[src/rtl/fetch_prefetch_queue.sv]
// Fetch stage with a DEPTH-entry prefetch queue in front of decode.
// Latency: fetch request to valid queue head is IMEM_LAT+1 cycles; redirect to valid head is IMEM_LAT+2.
// Backpressure: StallD holds the head; issue stops once queued + in-flight entries reach DEPTH.
//
// Ports:
//   CLK, RESET           rising-edge clock, synchronous active-high reset
//   PCSrcE, PCTargetE    redirect from Execute (flush + new fetch PC)
//   StallD               decode not ready; the head is not popped
//   ImemReq, ImemAddr    fetch request and its address (PCF)
//   ImemRData            instruction, valid IMEM_LAT cycles after a request
//   ValidD, InstrD       queue head valid / instruction (NOP when empty)
//   PCD, PCPlus4D        PC of the head and PC+4
//   Occupancy            number of queued entries
module fetch_prefetch_queue #(
  parameter int              XLEN     = 32,
  parameter int              DEPTH    = 4,
  parameter int              IMEM_LAT = 1,
  parameter logic [XLEN-1:0] RESET_PC = '0
) (
  input  logic                     CLK,
  input  logic                     RESET,
  input  logic                     PCSrcE,
  input  logic [XLEN-1:0]          PCTargetE,
  input  logic                     StallD,
  output logic                     ImemReq,
  output logic [XLEN-1:0]          ImemAddr,
  input  logic [31:0]              ImemRData,
  output logic                     ValidD,
  output logic [31:0]              InstrD,
  output logic [XLEN-1:0]          PCD,
  output logic [XLEN-1:0]          PCPlus4D,
  output logic [$clog2(DEPTH):0]   Occupancy
);

  localparam int          AW      = $clog2(DEPTH);
  localparam int          SW      = AW + 4;
  localparam logic [31:0] NOP     = 32'h0000_0013;
  localparam logic [AW:0] PTR_ONE = 1;

  logic [XLEN-1:0] pcf_q, pcf_d;
  logic [IMEM_LAT-1:0] trk_q, trk_d;
  logic [XLEN-1:0] pc_sh_q [IMEM_LAT];
  logic [AW:0]     wr_q, wr_d, rd_q, rd_d;
  logic [31:0]     instr_mem [DEPTH];
  logic [XLEN-1:0] pc_mem [DEPTH];
  logic [SW-1:0]   inflight;
  logic            push, pop;

  // Pointers carry one extra wrap bit so full and empty are distinguishable.
  assign Occupancy = wr_q - rd_q;
  assign ValidD    = (Occupancy != '0);

  always_comb begin
    inflight = '0;
    for (int i = 0; i < IMEM_LAT; i++) begin
      inflight = inflight + SW'(trk_q[i]);
    end
  end

  // Credits count queued plus in-flight entries; a same-cycle pop is deliberately
  // not counted, so every issued request is guaranteed a free slot on return.
  assign ImemReq  = ~RESET & ~PCSrcE & ((SW'(Occupancy) + inflight) < SW'(DEPTH));
  assign ImemAddr = pcf_q;

  // A response is accepted when its tracker bit leaves the shift register;
  // responses landing during a redirect or reset belong to the old stream.
  assign push = trk_q[IMEM_LAT-1] & ~PCSrcE & ~RESET;
  assign pop  = ValidD & ~StallD & ~PCSrcE;

  assign InstrD   = ValidD ? instr_mem[rd_q[AW-1:0]] : NOP;
  assign PCD      = ValidD ? pc_mem[rd_q[AW-1:0]] : '0;
  assign PCPlus4D = PCD + XLEN'(4);

  always_comb begin
    pcf_d = pcf_q;
    wr_d  = wr_q;
    rd_d  = rd_q;
    trk_d = '0;
    if (PCSrcE) begin
      // Redirect wins over everything: empty the queue, forget in-flight fetches.
      pcf_d = PCTargetE & ~XLEN'(3);
      wr_d  = '0;
      rd_d  = '0;
    end else begin
      if (ImemReq) pcf_d = pcf_q + XLEN'(4);
      if (push)    wr_d  = wr_q + PTR_ONE;
      if (pop)     rd_d  = rd_q + PTR_ONE;
      trk_d[0] = ImemReq;
      for (int i = 1; i < IMEM_LAT; i++) begin
        trk_d[i] = trk_q[i-1];
      end
    end
  end

  always_ff @(posedge CLK) begin
    if (RESET) begin
      pcf_q <= RESET_PC;
      wr_q  <= '0;
      rd_q  <= '0;
      trk_q <= '0;
    end else begin
      pcf_q <= pcf_d;
      wr_q  <= wr_d;
      rd_q  <= rd_d;
      trk_q <= trk_d;
    end
  end

  // PC shadow runs alongside the tracker so each response meets its own fetch PC.
  always_ff @(posedge CLK) begin
    pc_sh_q[0] <= pcf_q;
    for (int i = 1; i < IMEM_LAT; i++) begin
      pc_sh_q[i] <= pc_sh_q[i-1];
    end
    if (push) begin
      instr_mem[wr_q[AW-1:0]] <= ImemRData;
      pc_mem[wr_q[AW-1:0]]    <= pc_sh_q[IMEM_LAT-1];
    end
  end

endmodule
[config.mk]
export PLATFORM = sky130hd
export DESIGN_NAME = fetch_prefetch_queue
export DESIGN_NICKNAME = d
export VERILOG_FILES = /design/src/rtl/fetch_prefetch_queue.sv
export SDC_FILE = /design/constraint.sdc
export NUM_CORES = 1
export LEC_CHECK = 0
export CAP_MARGIN = 20
export CORE_ASPECT_RATIO = 1.25
export CORE_UTILIZATION = 58
export DETAILED_ROUTE_END_ITERATION = 16
export PLACE_DENSITY_LB_ADDON = 0.1
export SETUP_SLACK_MARGIN = 0.15
export SLEW_MARGIN = 20
export SYNTH_ARGS = -nofsm -noshare
export SYNTH_HDL_FRONTEND = slang
export SYNTH_SLANG_ARGS = --single-unit
[constraint.sdc]
create_clock -name CLK -period 8.7 [get_ports CLK]
set_clock_uncertainty 0.1 [all_clocks]
set_input_delay 1.74 -clock CLK [delete_from_list [all_inputs] [get_ports CLK]]
set_output_delay 1.74 -clock CLK [all_outputs]
set_load 0.05 [all_outputs]
**Word-level counts from Yosys, hierarchy flattened**

Memories as Yosys holds them, arrays and structs flattened. A register that Yosys moved wholly into a read port is not among the register bits.
Cells that the tools add are included.

- Bits in registers: 39
- RAM bits: 288
- Input port bits: 68
- Memories kept: 3

- Add/sub/neg operators: 6
- $lt $le $gt $ge: 1
- Mux-type cells: 10
- Bitwise operators: 9
- Reductions and logical operators: 3

Memories:

| name | words | width | read ports | clocked after Yosys merged registers in | write ports | RTL line | source |
|---|---|---|---|---|---|---|---|
| instr_mem | 4 | 32 | 1 | 1 | 1 | 44 | `logic [31:0] instr_mem [DEPTH];` |
| pc_mem | 4 | 32 | 1 | 1 | 1 | 45 | `logic [XLEN-1:0] pc_mem [DEPTH];` |
| pc_sh_q | 1 | 32 | 1 | 0 | 1 | 42 | `logic [XLEN-1:0] pc_sh_q [IMEM_LAT];` |

Operators by type and width:

| operator | number |
|---|---|
| $mux W32 | 4 |
| $add A32 B3 Y32 const B | 2 |
| $mux W2 | 4 |
| $add A3 B1 Y3 const B | 2 |
| $and A1 B1 Y1 | 6 |
| $add A3 B1 Y4 | 1 |
| $lt A4 B3 Y1 const B | 1 |
| $not A1 Y1 | 3 |
| $reduce_bool A3 Y1 | 1 |
| $sub A3 B3 Y3 | 1 |
| $mux W1 | 2 |
| $reduce_bool A2 Y1 | 1 |
| $reduce_or A2 Y1 | 1 |

**Longest topological paths before layout**

Gate-level depths: netlist (run 1).

- Depth in word-level cells: 6
- Mapped depth: 18
- Mapped depth without buffers: 14

**Worst setup path after synthesis (run 1)**

No wires, ideal clock.

- Path type: register to output
- Start: register wr_q[0]
- End: output port PCPlus4D[30]
- Arrival: 5,761 ps
- Data required time: 6,860 ps
- Slack: 1,099 ps
- Stages on the path, launching flop included: 19
- Path buffers: 4
- Cell sequence: dfxtp_1 inv_1 ha_1 fa_1 xor3_2 nor2_1 inv_1 clkbuf_1 buf_2 clkbuf_1 nand2_1 inv_1 ha_1 and4_1 and4_1 clkbuf_1 and4_1 nand4_1 xnor2_1

- Longest elaborated chain between the ends: 4

RTL lines:

| element | RTL line | source |
|---|---|---|
| start, declared | 43 | `logic [AW:0] wr_q, wr_d, rd_q, rd_d;` |
| start signal, assigned | 103 | `wr_q <= wr_d;` |
| $sub A3 B3 Y3 | 50 | `assign Occupancy = wr_q - rd_q;` |
| named net Occupancy[2] | 32 | `output logic [$clog2(DEPTH):0] Occupancy` |
| $reduce_bool A3 Y1 | 51 | `assign ValidD = (Occupancy != '0);` |
| named net ValidD | 28 | `output logic ValidD,` |
| $mux W32 | 71 | `assign PCD = ValidD ? pc_mem[rd_q[AW-1:0]] : '0;` |
| named net PCD[2] | 30 | `output logic [XLEN-1:0] PCD,` |
| $add A32 B3 Y32 | 72 | `assign PCPlus4D = PCD + XLEN'(4);` |
| end, declared | 31 | `output logic [XLEN-1:0] PCPlus4D,` |

The timed path passes the listed nets, and every way through them passes these cells.

**Worst setup path in the final report (run 1)**

- Start: register wr_q[0]
- End: output port PCPlus4D[30]

- Longest elaborated chain between the ends: 4

RTL lines:

| element | RTL line |
|---|---|
| $sub A3 B3 Y3 | 50 |
| $reduce_bool A3 Y1 | 51 |
| $mux W32 | 71 |
| $add A32 B3 Y32 | 72 |

No other way between the ends.

==> qor.yml, run 1 <==
antenna_cells: 0
tightest_slew_ns: 1.07
wl_um: 25900
grt_pass1_vias: 7483
drtAntennaViolNets: 0
syn_area_sq_um: 12900
leakagePower_uw: 0.00536
drtIter0Drc: 468
root_buffer: "clkbuf_16"
netlist_instances: 805
netlist.area_leader.share_pct: 57.8
crit_arrival_ns: 5.23
rsz0062_at_grt: "no"
syn_area_per_cell_sq_um: 16.0
ys_top_cells_by_area: "edfxtp_1 (58%), dfxtp_1 (11%), mux4_2 (7.2%)"
setup_slack_ns: 1.63
fmax_mhz: 141
die_area_sq_um: 22800
startpoint: "wr_q[0]$_SDFFE_PN0P_"
min_path_type: "flip-flop to flip-flop"
ctsResizeCount: 0
vdd_drop_max_mv: 0.143
io_pins: 201
initial_utilization_pct: 59.4
clk_latency_ns: 0.54
die_w_um: 135
dp_cells: 1244
setup_violations: 0
slew_headroom_pct: 28.1
die_y_um: 169
grt_overflow_total: 0
p_per_area_nw_per_um2: 201
hp-start: "ImemAddr[28]$_SDFFE_PP0P_"
htreeDepth: 1
layout-drive-gt1-share_pct: 11.2
ys_types: 52
synth-async-reset-ratio_pct: 0
synth_edf_count: 248
cts_buffers: 29
required_ns: 6.86
drv_slew: 0
yosysSeqAreaShare_pct: 68.5
grt_max_degree: 64
cts_tree: "done"
gr-usage-all-layers_pct: 23.2
synthFlopType: "edfxtp_1"
fin_crit_ns: 7.07
endpoint_kind: "output port"
critPathLaunchType: "flip-flop"
drt-wirelength-per-cell_um: 20.0
finalNetCount: 1073
dp_slack_ns: 2.14
drv_cap: 0
drc: 0
fin_cells: 1297
hpwlAfterDp_um: 16100
status: "finished clean"
cp_max_fo: 8
postCtsHoldBufs: 0
synth_warnings: 0
hold_viol_final: 0
viasPerCell: 5.83
worstSetupPathType: "flip-flop to output port"
row_count: 60
setup_tns_ns: 0
area_growth_pct: 23.9
path_clk_slew_ns: 0.07
coreArea_sq_um: 21700
portBuffers: 192
cts.sinks: 317
grt_pass1_wl_um: 40400
holdWs_ns: 0.303
post_cts_buffers: 0
netlist.top_cell.by_area: "edfxtp_1"
clockBufferDepth: 3
antenna_found_initial: 0
gp_congestion: 0.834
worstReg2RegStart: "wr_q[0]$_SDFFE_PN0P_"
fin_crit_sh_pct: 81.3
ys_seq_elements: 317
num_vias: 7559
drtPass1Iterations: 5
## worst max-delay path, stage by stage (launching register included)
cell,delay [ns]
dfxtp_1,0.39
inv_1,0.11
ha_1,0.22
fa_1,0.36
xor3_2,0.28
nor2_1,0.55
clkinv_1,0.38
and2_1,0.26
ha_1,0.23
and4_1,0.18
and4_1,0.35
and4_1,0.32
nand4_1,0.12
xnor2_1,0.13
clkdlybuf4s50_1,0.82
## power by group
group          switching (uW)  internal [uW]
registers                25.8           1660
logic                     166           98.0
clock network             532            733
total                     724           2490
## routing by layer
layer	global-route usage [%]	part of all wire, %
met4	5.76	1.7
met5	0	0
met1	31.0	42
met3	3.29	5.9
met2	40.0	51
## cell type report
type / instances / area, sq um
clock inverters: 16 / 131
fillers: 1406 / 5730
flip-flops and latches: 317 / 8830
repair buffers: 203 / 2000
inverters: 15 / 56.3
well taps: 279 / 349
clock buffers: 37 / 830
multi-input cells: 430 / 3770
## through the flow
step	total power, uW	util [%]	cell area [sq um]
2_1_floorplan	1870	-	12900
3_3_place_gp	1970	69.1	15000
3_5_place_dp	1980	69.2	15000
4_1_cts	3230	73.6	16000
5_1_grt	3310	73.6	16000
6_report	3210	73.6	16000
## cell usage in the layout, fill, tap and decap left out, types with 5 or more instances in the layout
cell / Yosys / routed
mux4_2: 41 / 41
mux4_1: 21 / 21
nor3_1: 8 / 8
a221oi_1: 6 / 6
dfxtp_1: 69 / 67
inv_1: 14 / 13
xnor2_1: 19 / 19
nand4_1: 13 / 13
nand2_1: 46 / 46
and4_1: 12 / 12
clkdlybuf4s50_1: 0 / 192
buf_4: 9 / 11
conb_1: 1 / 6
clkinv_1: 0 / 6
or3_1: 7 / 7
and2_1: 57 / 57
nor2_1: 41 / 41
xor2_1: 13 / 13
nand3_1: 17 / 17
ha_1: 8 / 8
edfxtp_1: 248 / 248
nor4_1: 5 / 5
o21ai_0: 21 / 21
a31oi_1: 19 / 19
and3_1: 11 / 7
a21oi_1: 21 / 21
clkbuf_16: 0 / 32
## final timing paths
| check | end | slack (ns) | cells past startpoint |
|---|---|---|---|
| setup / recovery | PCPlus4D[30] | 1.63 | 14 |
| hold / removal | pc_sh_q[0][28]$_DFF_P_ | 0.30 | 0 |
| setup reg to reg | ImemAddr[25]$_SDFFE_PP0P_ | 5.38 | 11 |
| hold reg to reg | pc_sh_q[0][28]$_DFF_P_ | 0.30 | 0 |
## cells in the mapped netlist (2+ instances only)
library cell  number
edfxtp_1         248
dfxtp_1           69
and2_1            57
nand2_1           46
mux4_2            41
nor2_1            41
clkbuf_1          28
a21oi_1           21
mux4_1            21
o21ai_0           21
a31oi_1           19
xnor2_1           19
nand3_1           17
inv_1             14
nand4_1           13
xor2_1            13
and4_1            12
and3_1            11
buf_4              9
buf_2              8
ha_1               8
nor3_1             8
or3_1              7
a221oi_1           6
nor4_1             5
nand4b_1           4
or2_2              4
a22oi_1            3
and2_0             3
nand3b_1           3
a32oi_1            2
buf_12             2
mux2i_1            2
nand2b_1           2
## registers in the layout, summed over array words and instances (netlist names), named ones only
name and flops:
instr_mem 128, trk_q 1, pc_mem 120, pc_sh_q 30
rd_q 3, wr_q 3, ImemAddr 30
## cell families after synthesis
| group | share of synthesized area, % |
|---|---|
| DFF | 68.5 |
| and+or+nand+nor | 10.6 |
| AOI/OAI and AO/OA | 3.54 |
| muxes | 11.6 |
| buffers and inverters | 2.48 |
| xor gates and xnor gates | 2.37 |
| adders and majority gates | 0.932 |
| other | 0.0291 |
Note: power is estimated with default switching activity, not from simulation.
==> run 2: changes to the inputs <==
CORE_UTILIZATION = 54   (was 58)
clock period = 6.9 ns   (was 8.7 ns; I/O delays follow)
==> run 2 against run 1 <==
Against the previous run: first-iteration DRC count decreased by 13%; sequential share of layout area decreased by 0.82 points; final area increased by 1.5%; count of clock-buffer cells in the layout unchanged; combinational power increased by 30%; critical endpoint is now PCPlus4D[29].
==> qor.yml, run 2 (synthesis results as in run 1) <==
gr-usage-all-layers_pct: 21.3
regArea_sq_um: 8830
gp_congestion: 0.811
coreArea_sq_um: 23200
clk_latency_ns: 0.53
finalPower_uw: 4140
vdd_drop_max_mv: 0.165
path_clk_slew_ns: 0.07
die_w_um: 140
drtPass1Iterations: 4
grt_max_degree: 44
fin_cells: 1308
htreeDepth: 1
hpwlAfterDp_um: 17100
fin_util_pct: 69.9
slowest_stage: "clkdlybuf4s50_1"
clockBufferDepth: 3
worstSetupPathType: "flip-flop to output port"
grt_pass1_vias: 7495
cp_max_fo: 21
reg2reg_slack_ns: 3.62
area_growth_pct: 25.7
dp_cells: 1256
cts_tree: "done"
die_area_sq_um: 24500
setup_tns_ns: 0
critPathLaunchType: "flip-flop"
fin_crit_sh_pct: 88.8
row_count: 62
p_per_area_nw_per_um2: 256
portBuffers: 192
drtIter0Drc: 407
multi_input_area_sq_um: 3810
die_y_um: 175
fill_cells: 1573
slew_headroom_pct: 31.5
postCtsHoldBufs: 0
grt_overflow_total: 0
root_buffer: "clkbuf_16"
required_ns: 5.42
fin_crit_ns: 6.13
grt_pass1_wl_um: 40500
viasPerCell: 5.74
tightest_slew_ns: 1.03
critPathMaxStageDelay_ns: 0.84
io_pins: 201
ctsResizeCount: 0
finalNetCount: 1075
leakagePower_uw: 0.00549
endpoint_kind: "output port"
cts_buffers: 28
min_path_type: "flip-flop to flip-flop"
antenna_cells: 0
drv_cap: 0
layout-drive-gt1-share_pct: 13.8
rsz0062_at_grt: "no"
antenna_found_initial: 0
mostFrequentLayoutCells: "edfxtp_1 (248), clkdlybuf4s50_1 (179), dfxtp_1 (67)"
num_vias: 7509
crit_chain: "inv_1 -> ha_1 -> fa_1 -> xor3_2 -> nor2_1 -> buf_4 -> clkinv_1 -> buf_4 -> and4_1 -> and4_1 -> nand3_1 -> xnor2_1 -> clkdlybuf4s50_1"
fmax_mhz: 163
cts.sinks: 317
drv_slew: 0
final_common_cell: "edfxtp_1"
largest_reg_flops: 128
initial_utilization_pct: 55.6
drt-wirelength-per-cell_um: 19.7
setup_violations: 0
crit_arrival_ns: 4.65
wl_um: 25700
hold_viol_final: 0
status: "finished clean"
drc: 0
holdWs_ns: 0.308
drtAntennaViolNets: 0
post_cts_buffers: 0
## run 2: changes by cell type in the layout (fill, tap and decap cells not counted), moves of 3 or more
cell,previous run,this run
clkinv_2,4,7
inv_4,3,0
buf_12,0,10
clkinvlp_4,0,3
xnor2_1,19,15
clkdlybuf4s50_1,192,179
bufinv_16,2,5
xnor2_2,0,4
buf_4,11,17
clkinv_1,6,1
## run 2: power breakdown
part           internal, uW  switching (uW)
combinational           130             213
sequential             2090            33.2
clock                  1020             656
## run 2: critical path, delay by kind of cell (launching register included)
family                     cells  cell delay, ns
xor gates and xnor gates       2            0.43
DFF                            1            0.39
adders and majority gates      2            0.58
buffers and inverters          5            2.04
and+or+nand+nor                4            0.67
## run 2: final cells by class
type,instances,share of cell area [%]
inverter,15,0.347
clock inverter,15,1.28
sequential,317,54.5
clock buffer,37,5.05
timing repair buffer,206,13.1
tap,288,2.22
multi-input combinational,430,23.5
## run 2: path summary, 6_finish.rpt
kind	start	to	depth (start not counted)
setup / recovery	wr_q[0]$_SDFFE_PN0P_	PCPlus4D[29]	13
hold / removal	ImemAddr[20]$_SDFFE_PP0P_	pc_sh_q[0][20]$_DFF_P_	0
setup reg to reg	wr_q[0]$_SDFFE_PN0P_	ImemAddr[15]$_SDFFE_PP0P_	10
hold reg to reg	ImemAddr[20]$_SDFFE_PP0P_	pc_sh_q[0][20]$_DFF_P_	0
## run 2: layer usage
metal	vias up	track usage [%]	wire, um	share of wire [%]
met4	0	4.99	296	1.2
met2	239	38.4	13500	53
met3	25	2.80	1260	4.9
met1	3739	27.4	10600	41
met5	-	0	0	0
li1	3506	-	-	-
## run 2: stage by stage
stage / area, sq um / setup slack (ns)
after floorplan: 13000 / 0.319
after global placement: 15200 / 1.33
after detailed placement: 15200 / 1.31
after CTS: 16200 / 0.723
after global routing: 16200 / 0.504
final: 16200 / 0.772
==> run 3: changes to the inputs <==
GPL_TIMING_DRIVEN = 0   (was unset)
==> run 3 against run 2 <==
Against the previous run: first-iteration DRC count decreased by 3.4%; count of clock-buffer cells in the layout increased by 5; clock power decreased by 4%; die area unchanged; utilization increased by 0.53 points; via count increased by 2.6%; final area increased by 0.76%; largest power group unchanged; sequential share of layout area decreased by 0.44 points.
==> qor.yml, run 3 (synthesis results as in run 1) <==
vdd_drop_max_mv: 0.206
gp_congestion: 0.890
fin_cells: 1347
grt_pass1_wl_um: 43600
post_cts_buffers: 0
finalNetCount: 1114
critPathLaunchType: "flip-flop"
largest_reg_flops: 128
gr-usage-all-layers_pct: 23.6
drtPass1Iterations: 5
slowest_stage: "fa_1"
fin_crit_ns: 6.51
initial_utilization_pct: 55.6
path_depth: 18
crit_arrival_ns: 5.03
cp_max_fo: 10
grt_overflow_total: 0
die_w_um: 140
setup_slack_ns: 0.395
fin_crit_sh_pct: 94.3
grt_max_degree: 45
antenna_found_initial: 0
min_path_type: "flip-flop to flip-flop"
cts.sinks: 317
grt_pass1_vias: 7848
critPathMaxStageDelay_ns: 0.48
final_common_cell: "edfxtp_1"
row_count: 62
viasPerCell: 5.72
ff2ff_path_depth: 11
portBuffers: 192
hold_depth: 0
num_vias: 7705
cts_buffers: 29
coreArea_sq_um: 23200
crit_top_cell: "and4_1"
mostFrequentLayoutCells: "edfxtp_1 (248), clkdlybuf4s50_1 (182), dfxtp_1 (69)"
status: "finished clean"
die_area_sq_um: 24500
drv_slew: 0
dp_cells: 1294
die_y_um: 175
hold_viol_final: 0
crit_buf_inv: 7
layout-drive-gt1-share_pct: 13.8
crit_chain: "inv_1 -> ha_1 -> fa_1 -> nand2_1 -> nor2_4 -> inv_1 -> clkbuf_2 -> clkbuf_4 -> clkbuf_4 -> and2_1 -> ha_1 -> and4_1 -> and4_1 -> clkbuf_2 -> and4_1 -> nand4_1 -> xnor2_2 -> buf_2"
io_pins: 201
antenna_cells: 0
path_clk_slew_ns: 0.07
clk_latency_ns: 0.54
hpwlAfterDp_um: 19500
drtAntennaViolNets: 0
setup_violations: 0
worstSetupPathType: "flip-flop to output port"
endpoint_kind: "output port"
fmax_mhz: 154
slew_headroom_pct: 46.4
tightest_slew_ns: 0.797
drv_cap: 0
p_per_area_nw_per_um2: 250
postCtsHoldBufs: 0
dp_slack_ns: -0.280
drc: 0
rsz0062_at_grt: "yes"
clockBufferDepth: 3
required_ns: 5.42
htreeDepth: 1
leakagePower_uw: 0.00560
crit_family: "simple AND/OR/NAND/NOR gates"
root_buffer: "clkbuf_16"
cts_tree: "done"
drt-wirelength-per-cell_um: 20.8
drtIter0Drc: 393
wl_um: 28100
setup_tns_ns: 0
area_growth_pct: 26.7
-- run 3: cell count changes in the layout (fill, tap and decap cells not counted), moves of 4 or more --
cell	before	now
buf_12	10	5
clkbuf_16	31	35
bufinv_16	5	0
and3_2	4	0
buf_2	0	10
clkbuf_1	4	30
and3_4	0	4
clkbuf_2	0	4
buf_4	17	9
-- run 3: per-stage QoR --
step           utilization (%)  hold slack, ns  cell area [sq um]  total power, uW
6_report                  70.4           0.311              16300             4090
5_1_grt                   70.4           0.332              16300             4210
4_1_cts                   70.5           0.314              16400             4120
3_5_place_dp              66.2           0.306              15300             2510
3_3_place_gp              65.7           0.308              15200             2510
2_1_floorplan                -           0.338              13000             2360
-- run 3: per-layer routing --
layer	GRT usage, %	vias to the layer above	wire length (um)
met5	0	-	0
met4	7.60	0	574
met3	3.84	40	1620
met2	41.4	286	14600
met1	29.9	3802	11300
li1	-	3577	-
-- run 3: power by group --
part	switching, uW	leakage, uW	internal (uW)
Combinational	223	0.00228	128
Sequential	33.2	0.00282	2090
Clock	681	0.000498	938
Total	937	0.00560	3150
-- run 3: final timing paths --
path / from / end / slack, ns
hold reg to reg: ImemAddr[31]$_SDFFE_PP0P_ / pc_sh_q[0][31]$_DFF_P_ / 0.31
hold / removal: ImemAddr[31]$_SDFFE_PP0P_ / pc_sh_q[0][31]$_DFF_P_ / 0.31
setup reg to reg: wr_q[0]$_SDFFE_PN0P_ / ImemAddr[20]$_SDFFE_PP0P_ / 3.42
setup / recovery: wr_q[0]$_SDFFE_PN0P_ / PCPlus4D[30] / 0.39
-- run 3: final cells by class --
cell class	instances	area [sq um]
multi-input combinational	430	3840
clock inverter	11	73.8
fill	1563	6860
buffer	48	273
sequential	317	8830
clock buffer	42	922
tap	288	360
timing repair buffer	196	1980
inverter	15	56.3
-- run 3: timing repair --
item | 4_1_cts | 5_1_grt
gates resized for setup | 22 | 16
cloned | 0 | 0
setup endpoints to repair | 13 | 10
endpoints found under the hold margin | 0 | 0
